===== config.mk =====
export PLATFORM = sky130hd
export DESIGN_NAME = rot_stepper_flat
export DESIGN_NICKNAME = d
export VERILOG_FILES = /design/src/rtl/rot_stepper_pkg.sv /design/src/rtl/rot_stepper_if.sv /design/src/rtl/rot_tick_gen.sv /design/src/rtl/rot_stepper.sv /design/src/flat_wrapper.sv
export SDC_FILE = /design/constraint.sdc
export NUM_CORES = 1
export LEC_CHECK = 0
export ABC_CLOCK_PERIOD_IN_PS = 2700
export CAP_MARGIN = 20
export CORE_UTILIZATION = 45
export DETAILED_ROUTE_END_ITERATION = 16
export HOLD_SLACK_MARGIN = 0.08
export MAX_ROUTING_LAYER = met4
export PLACE_DENSITY = 0.68
export SYNTH_ARGS = -nofsm -noshare
export SYNTH_HDL_FRONTEND = slang
export SYNTH_SLANG_ARGS = --single-unit

===== constraint.sdc =====
create_clock -name clk -period 2.7 [get_ports clk]
set_input_delay 0.405 -clock clk [delete_from_list [all_inputs] [get_ports clk]]
set_output_delay 0.405 -clock clk [all_outputs]
set_load 0.01 [all_outputs]

===== src/rtl/rot_stepper_pkg.sv =====
// Shared encodings for the rotate-stepper slice: FSM states, step direction,
// and the 3-bit amount stepping helpers.
package rot_stepper_pkg;

    typedef enum logic {
        ST_IDLE = 1'b0,
        ST_RUN  = 1'b1
    } state_t;

    localparam logic DIR_UP = 1'b0;
    localparam logic DIR_DN = 1'b1;

    function automatic logic [2:0] next_amt(input logic [2:0] amt, input logic dir);
        return (dir == DIR_DN) ? amt - 3'd1 : amt + 3'd1;
    endfunction

    function automatic logic amt_wraps(input logic [2:0] amt, input logic dir);
        return (dir == DIR_DN) ? (amt == 3'd0) : (amt == 3'd7);
    endfunction

endpackage


===== src/rtl/rot_stepper_if.sv =====
// Control/data bundle between the stepper and whatever drives it; the
// a/amt pair also feeds the downstream rotate-right shifter.
interface rot_stepper_if;
    logic       load;
    logic [7:0] din;
    logic       start;
    logic       stop;
    logic       dir;
    logic       step_once;
    logic [7:0] a;
    logic [2:0] amt;
    logic       running;
    logic       step_tick;
    logic       wrap;

    modport master (
        output load, din, start, stop, dir, step_once,
        input  a, amt, running, step_tick, wrap
    );

    modport slave (
        input  load, din, start, stop, dir, step_once,
        output a, amt, running, step_tick, wrap
    );
endinterface


===== src/rtl/rot_tick_gen.sv =====
// Mod-DIV_MAX period counter with enable and synchronous clear; tc_o marks
// the final count of each period while enabled.
module rot_tick_gen #(
    parameter int DIV_MAX = 4,
    parameter int DIV_W   = 23
) (
    input  logic clk,
    input  logic reset,
    input  logic en_i,
    input  logic clr_i,
    output logic tc_o
);
    localparam logic [DIV_W-1:0] LAST = DIV_W'(DIV_MAX - 1);

    logic [DIV_W-1:0] cnt_q, cnt_d;

    assign tc_o = en_i && (cnt_q == LAST);

    always_comb begin
        cnt_d = cnt_q;
        if (clr_i || tc_o) begin
            cnt_d = '0;
        end else if (en_i) begin
            cnt_d = cnt_q + DIV_W'(1);
        end
    end

    always_ff @(posedge clk or posedge reset) begin
        if (reset) begin
            cnt_q <= '0;
        end else begin
            cnt_q <= cnt_d;
        end
    end
endmodule


===== src/rtl/rot_stepper.sv =====
// Pattern/amount holder for the rotate-right shifter: steps amt automatically
// every DIV_MAX cycles in RUN, or once per step_once strobe in IDLE.
module rot_stepper
    import rot_stepper_pkg::*;
#(
    parameter int DIV_MAX = 4,
    parameter int DIV_W   = 23
) (
    input  logic         clk,
    input  logic         reset,
    rot_stepper_if.slave bus
);
    state_t     state_q, state_d;
    logic [7:0] a_q, a_d;
    logic [2:0] amt_q, amt_d;
    logic       running_q, running_d;
    logic       tick_q, tick_d;
    logic       wrap_q, wrap_d;

    logic is_idle, is_run, tc, clr, step_ev;

    assign is_idle = (state_q == ST_IDLE);
    assign is_run  = (state_q == ST_RUN);

    // A start seen while already running must not restart the period.
    assign clr = bus.load || bus.stop || (bus.start && is_idle);

    assign step_ev = !bus.load && !bus.stop &&
                     (is_idle ? (bus.step_once && !bus.start) : tc);

    rot_tick_gen #(
        .DIV_MAX (DIV_MAX),
        .DIV_W   (DIV_W)
    ) u_tick (
        .clk   (clk),
        .reset (reset),
        .en_i  (is_run),
        .clr_i (clr),
        .tc_o  (tc)
    );

    always_ff @(posedge clk or posedge reset) begin
        if (reset) begin
            state_q <= ST_IDLE;
        end else begin
            state_q <= state_d;
        end
    end

    always_comb begin
        state_d = state_q;
        if (!bus.load) begin
            if (bus.stop) begin
                state_d = ST_IDLE;
            end else if (bus.start && is_idle) begin
                state_d = ST_RUN;
            end
        end
    end

    always_comb begin
        a_d       = a_q;
        amt_d     = amt_q;
        running_d = (state_d == ST_RUN);
        tick_d    = 1'b0;
        wrap_d    = 1'b0;
        if (bus.load) begin
            a_d   = bus.din;
            amt_d = 3'd0;
        end else if (step_ev) begin
            amt_d  = next_amt(amt_q, bus.dir);
            tick_d = 1'b1;
            wrap_d = amt_wraps(amt_q, bus.dir);
        end
    end

    always_ff @(posedge clk or posedge reset) begin
        if (reset) begin
            a_q       <= 8'h00;
            amt_q     <= 3'd0;
            running_q <= 1'b0;
            tick_q    <= 1'b0;
            wrap_q    <= 1'b0;
        end else begin
            a_q       <= a_d;
            amt_q     <= amt_d;
            running_q <= running_d;
            tick_q    <= tick_d;
            wrap_q    <= wrap_d;
        end
    end

    assign bus.a         = a_q;
    assign bus.amt       = amt_q;
    assign bus.running   = running_q;
    assign bus.step_tick = tick_q;
    assign bus.wrap      = wrap_q;
endmodule


===== src/flat_wrapper.sv =====
// flat-port wrapper written by rule: the top's interface ports become plain ports
module rot_stepper_flat import rot_stepper_pkg::*;
#(
    parameter int DIV_MAX = 4,
    parameter int DIV_W   = 23
)
  (clk, reset, bus_load, bus_din, bus_start, bus_stop, bus_dir, bus_step_once, bus_a, bus_amt, bus_running, bus_step_tick, bus_wrap);
  rot_stepper_if bus_i ();
  input  logic clk;
  input  logic reset;
  input wire logic [$bits(bus_i.load)-1:0] bus_load;
  input wire logic [$bits(bus_i.din)-1:0] bus_din;
  input wire logic [$bits(bus_i.start)-1:0] bus_start;
  input wire logic [$bits(bus_i.stop)-1:0] bus_stop;
  input wire logic [$bits(bus_i.dir)-1:0] bus_dir;
  input wire logic [$bits(bus_i.step_once)-1:0] bus_step_once;
  output wire logic [$bits(bus_i.a)-1:0] bus_a;
  output wire logic [$bits(bus_i.amt)-1:0] bus_amt;
  output wire logic [$bits(bus_i.running)-1:0] bus_running;
  output wire logic [$bits(bus_i.step_tick)-1:0] bus_step_tick;
  output wire logic [$bits(bus_i.wrap)-1:0] bus_wrap;
  assign bus_i.load = bus_load;
  assign bus_i.din = bus_din;
  assign bus_i.start = bus_start;
  assign bus_i.stop = bus_stop;
  assign bus_i.dir = bus_dir;
  assign bus_i.step_once = bus_step_once;
  assign bus_a = bus_i.a;
  assign bus_amt = bus_i.amt;
  assign bus_running = bus_i.running;
  assign bus_step_tick = bus_i.step_tick;
  assign bus_wrap = bus_i.wrap;
  rot_stepper #(.DIV_MAX(DIV_MAX), .DIV_W(DIV_W)) u_core (.clk(clk), .reset(reset), .bus(bus_i));
endmodule

==> results.cfg, run 1 <==
[timing]
hold_viol = 0
clock.fmax_ghz = 0.497
maxSlewViolCount = 0
rsz0062_at_grt = no
worstMarginPinSlew_ps = 474
setup_viol = 0
skew_ps = 5.21
post-route-period-util = 0.745
min_period_ps = 2010
relSlewSlack = 0.679
tns_ps = 0

[yosys]
synth_ff_type = dfrtp_1
synth_edf_count = 0
syn_area_mm2 = 0.00193
ys_types = 46
synth.area.top_cells = dfrtp_1 48%, mux2_2 5.8%, xor2_1 4.1%
syn_avg_cell_area_um2 = 10.2
syn_nets = 206
synth_cells = 189
ys_ff_latch = 37
ys_async_sr_fraction = 1.00
yosys_warnings = 0
synth_top_area_cell = dfrtp_1
yosysSeqAreaShare = 0.481
synth_top_area_frac = 0.481

[drt]
drt_first_pass_iters = 4
vias = 1547
routed_wl_um = 4030
detail_route.iter0.violations = 88
drc = 0
postRouteAntennaNets = 0
avgViaCountPerCell = 5.73
wl_per_cell_um = 14.9

[clock_tree]
clk_pin_slew_worst_paths_ps = 80
cts_tree = built
cts_setup_buffers = 0
clkSinkCount = 37
clk_latency_ps = 290
htreeDepth = 2
ctsHoldBuffers = 0
cts.path.max_buffers = 2
numCtsBuffers = 5
cts_resized = 0
cts_root_buf = clkbuf_8

[die]
core_area_mm2 = 0.00406
start_util = 0.475
rows = 23
dieWidth_um = 67.4
die_h_um = 67.4
die-area_mm2 = 0.00454
ios = 29

[power]
p_per_area_mw_per_mm2 = 493
irDropWorstVdd_mv = 0.299
total_power_mw = 1.16
p_leak_nw = 0.921

[run]
maxCapViolCount = 0

[layout]
multi_input_area_um2 = 931
layout_commonest_cell = dfrtp_1
final_nets = 236
final_cell_mix = 37 x dfrtp_1, 28 x clkdlybuf4s50_1, 20 x nor2_1
register_area_um2 = 926
num-fill-cells = 340
area_growth_pct = 21.6
drive_gt1_frac = 0.127
diodes = 0

[worst_hold_path]
hp-class = input pin to async pin

[setup_path]
cp_data_required_time_ps = 2880
path_class = flop to flop
max_stage_delay_ps = 480
crit_path_top_delay_cell = nor4bb_1
critPathTopFamily = simple AND/OR/NAND/NOR gates
cp_max_fo = 5
cp.arrival_ps = 2190
start_kind = flop
crit_buf_inv = 0
cp_cell_sequence = ha_1 > nor4bb_1 > a21oi_1 > a211oi_1 > mux2_2
critPathCaptureType = flop

[grt]
grt_pass1_vias = 1493
grt_usage = 0.209
grt_overflow = 0
grt_pass1_wl_um = 6790
grt_max_degree = 38
antenna_found_initial = 0

[place]
hpwl_um = 2950
gp_congestion = 0.869
numPortBuffers = 28

[status]
status = complete, no violations
## path summary, 6_finish.rpt
kind,cells past startpoint,end,slack (ps),from
worst max-delay path,5,u_core.bus.amt[2],690,u_core.u_tick.cnt_q[0]
worst min-delay path,3,u_core.u_tick.cnt_q[9],510,reset
worst max register to register,5,u_core.bus.amt[2],690,u_core.u_tick.cnt_q[0]
worst min register to register,1,u_core.bus.a[2],510,u_core.bus.a[2]
max in group asynchronous,3,u_core.u_tick.cnt_q[14],1860,reset
min in group clk,1,u_core.bus.a[2],510,u_core.bus.a[2]
## layer usage
metal	GRT usage	wire length, um
met5	-	0
met2	0.343	2040
met1	0.244	1820
met4	0.0878	63
met3	0.0507	98
## sequential cells by signal (all words and copies together) (netlist names)
register and flops:
u_core.bus.a 8, u_core.bus.wrap 1, u_core.is_run 1, u_core.bus.step_tick 1, u_core.bus.amt 3, u_core.u_tick.cnt_q 23
## cell type report
cell class | instances | area share
clock buffers | 7 | 0.0411
flip-flops and latches | 37 | 0.395
clock inverters | 1 | 0.00214
well taps | 50 | 0.0267
multi-input cells | 139 | 0.397
repair buffers | 31 | 0.129
inverters | 5 | 0.00801
## cells by family after synthesis
group	after synthesis	synth area share
AOI/OAI and AO/OA	28	0.0929
xor gates and xnor gates	14	0.0637
adders and majority gates	2	0.0169
buffers and inverters	13	0.0357
DFF	37	0.481
muxes	11	0.0637
and+or+nand+nor	84	0.246
## power breakdown
group,internal (mW),total (mW),switching [mW]
combinational,0.0759,0.134,0.0584
sequential,0.572,0.591,0.0192
clock,0.231,0.430,0.199
total,0.879,1.16,0.277
## through the flow
step,std cells,worst slack (ps),cell area [um2],hold WS (ps),utilization
5_1_grt,270,511,2340,533,0.577
6_report,270,690,2340,514,0.577
3_5_place_dp,262,469,2240,500,0.552
2_1_floorplan,189,870,1930,478,-
3_3_place_gp,262,522,2240,491,0.552
4_1_cts,270,713,2340,518,0.577
## Yosys cell counts (4+ instances only)
cell     instances
xnor2_1          5
nand4_1          9
o31ai_1          4
nor4_1           8
or3_1            5
xor2_1           9
or4_1            5
a21oi_1         12
dfrtp_1         37
o21ai_0          5
inv_1            5
nand3_1          7
nor2_1          20
mux2_2          10
nand2_1          9
## worst reg2reg max path, delay by kind of cell, from the launching register on
family / cells / cell delay (ps)
flops: 1 / 440
fa+ha+maj: 1 / 240
simple gates: 1 / 480
compound gates: 2 / 370
mux: 1 / 360
Note: power is estimated with default switching activity, not from simulation.
==> run 2, diff against run 1 <==
Settings changed: ABC_CLOCK_PERIOD_IN_PS 2700 to 1870.
Clock period 2.7 ns to 1.87 ns, I/O delays scaled along.
==> run 2 against run 1 <==
Effect of this change:
- first-iteration DRC count is 43% higher
- critical path depth stayed put
- sequential share of layout area is 4.0 points lower
- maximum frequency is 10% higher
- via count is 9.1% higher
- core utilization is 6.6 points higher
- clock power is 30% higher
- hold slack worse by 110 ps
- register-to-register slack worse by 640 ps
- sequential cell count stayed put
- die area stayed put
- routed wire length is 17% higher
- highest routed layer unchanged
==> results.cfg, run 2 (synthesis gave the netlist of run 1 again) <==
[timing]
min_period_ps = 1830
worstMarginPinSlew_ps = 469
hold_viol = 0
maxSlewViolCount = 0
holdWs_ps = 399
relSlewSlack = 0.687
clock.fmax_ghz = 0.548
post-route-period-util = 0.976
worst_slack_ps = 44.9
setup_viol = 0
skew_ps = 7.50
tns_ps = 0

[drt]
avgViaCountPerCell = 5.74
postRouteAntennaNets = 0
routed_wl_um = 4700
drc = 0
drt_first_pass_iters = 4
vias = 1688
detail_route.iter0.violations = 126
wl_per_cell_um = 16.0

[power]
pwr-share-clk = 0.338
power.switching_uw = 427
switching_share = 0.259
p_seq_frac = 0.514
total_power_mw = 1.65
p_per_area_mw_per_mm2 = 632
irDropWorstVdd_mv = 0.361
p_leak_nw = 1.05
power_frac_comb = 0.148
internal_power_mw = 1.22

[layout]
register_area_um2 = 927
layout_commonest_cell = dfrtp_1
final_cell_mix = 36 x dfrtp_1, 28 x clkdlybuf4s50_1, 24 x buf_4
regMostFlops = u_core.u_tick.cnt_q
num-fill-cells = 323
final_nets = 260
fin_area_mm2 = 0.00261
diodes = 0
area_growth_pct = 35.6
multi_input_area_um2 = 1000
largest_reg_flops = 23
drive_gt1_frac = 0.254

[setup_path]
reg2regPathDepth = 5
start_kind = flop
reg2reg_slack_ps = 40
critPathCaptureType = flop
cp_data_required_time_ps = 2050
cp.arrival_ps = 2010
worstSetupEndpoint = u_core.bus.amt[0]
r2r_start = u_core.u_tick.cnt_q[4]
r2r-end = u_core.bus.amt[0]
cp_max_fo = 5
crit_path_start = u_core.u_tick.cnt_q[4]
path_class = flop to flop

[run]
maxCapViolCount = 0

[place]
numPortBuffers = 28
hpwl_um = 3090
placed_area_mm2 = 0.00237
post-place-ws_ps = -184
gp_congestion = 0.882

[grt]
grt_pass1_vias = 1568
grt_overflow = 0
antenna_found_initial = 0
grt_pass1_wl_um = 7100
grt_max_degree = 38
grt_usage = 0.222

[clock_tree]
cts_tree = built
cts_root_buf = clkbuf_8
clk_latency_ps = 290
clkSinkCount = 37
cts.path.max_buffers = 2
htreeDepth = 2
ctsHoldBuffers = 0
clk_pin_slew_worst_paths_ps = 80
numCtsBuffers = 5

[die]
core_area_mm2 = 0.00406
rows = 23
die_h_um = 67.4
ios = 29
die-area_mm2 = 0.00454
start_util = 0.475
dieWidth_um = 67.4

[status]
status = complete, no violations

[worst_hold_path]
hp-class = input pin to async pin
## run 2: power groups by stage
stage,Sequential (mW),Clock [mW],Combinational [mW]
floorplan,0.872,0,0.0860
global placement,0.860,0,0.217
detailed placement,0.862,0,0.223
CTS,0.846,0.567,0.229
global route,0.851,0.618,0.263
finish,0.847,0.557,0.245
## run 2: metal layers
layer  share of wire  global-route usage
met5               0                   -
met4           0.015              0.0851
met3           0.031              0.0608
met2            0.51               0.370
met1            0.44               0.254
## run 2: final cells by class
type / instances / area share
clock buffer: 5 / 0.0264
sequential: 37 / 0.355
multi-input combinational: 139 / 0.383
inverter: 5 / 0.00719
clock inverter: 3 / 0.00671
tap: 50 / 0.0240
timing repair buffer: 55 / 0.198
## run 2: metrics by stage
stage	utilization	std cells
2_1_floorplan	-	189
5_1_grt	0.644	294
4_1_cts	0.610	288
6_report	0.644	294
3_3_place_gp	0.585	278
3_5_place_dp	0.585	278
## run 2: worst min path at each step
stage / start / end / slack, ps / cells after the start
floorplan: bus_stop / u_core.u_tick.cnt_q[0] / 350 / 1
global placement: u_core.bus.a[6] / u_core.bus.a[6] / 490 / 1
detailed placement: u_core.bus.a[1] / u_core.bus.a[1] / 500 / 1
CTS: reset / u_core.u_tick.cnt_q[1] / 410 / 3
global route: reset / u_core.u_tick.cnt_q[1] / 440 / 3
finish: reset / u_core.u_tick.cnt_q[19] / 400 / 3
## run 2: critical path, cell delays in order, from the launching register on
cell      delay (ps)
dfrtp_1          440
nor4_1           430
buf_4            210
nand3b_1          90
o22ai_1          190
mux2_2           360
## run 2: timing repair
item / in CTS / in global routing
pin swaps: 0 / 4
endpoints found under the hold margin: 0 / 0
setup endpoints to repair: 1 / 26
gates cloned: 0 / 2
setup buffers: 2 / 4
gates resized for setup: 0 / 13
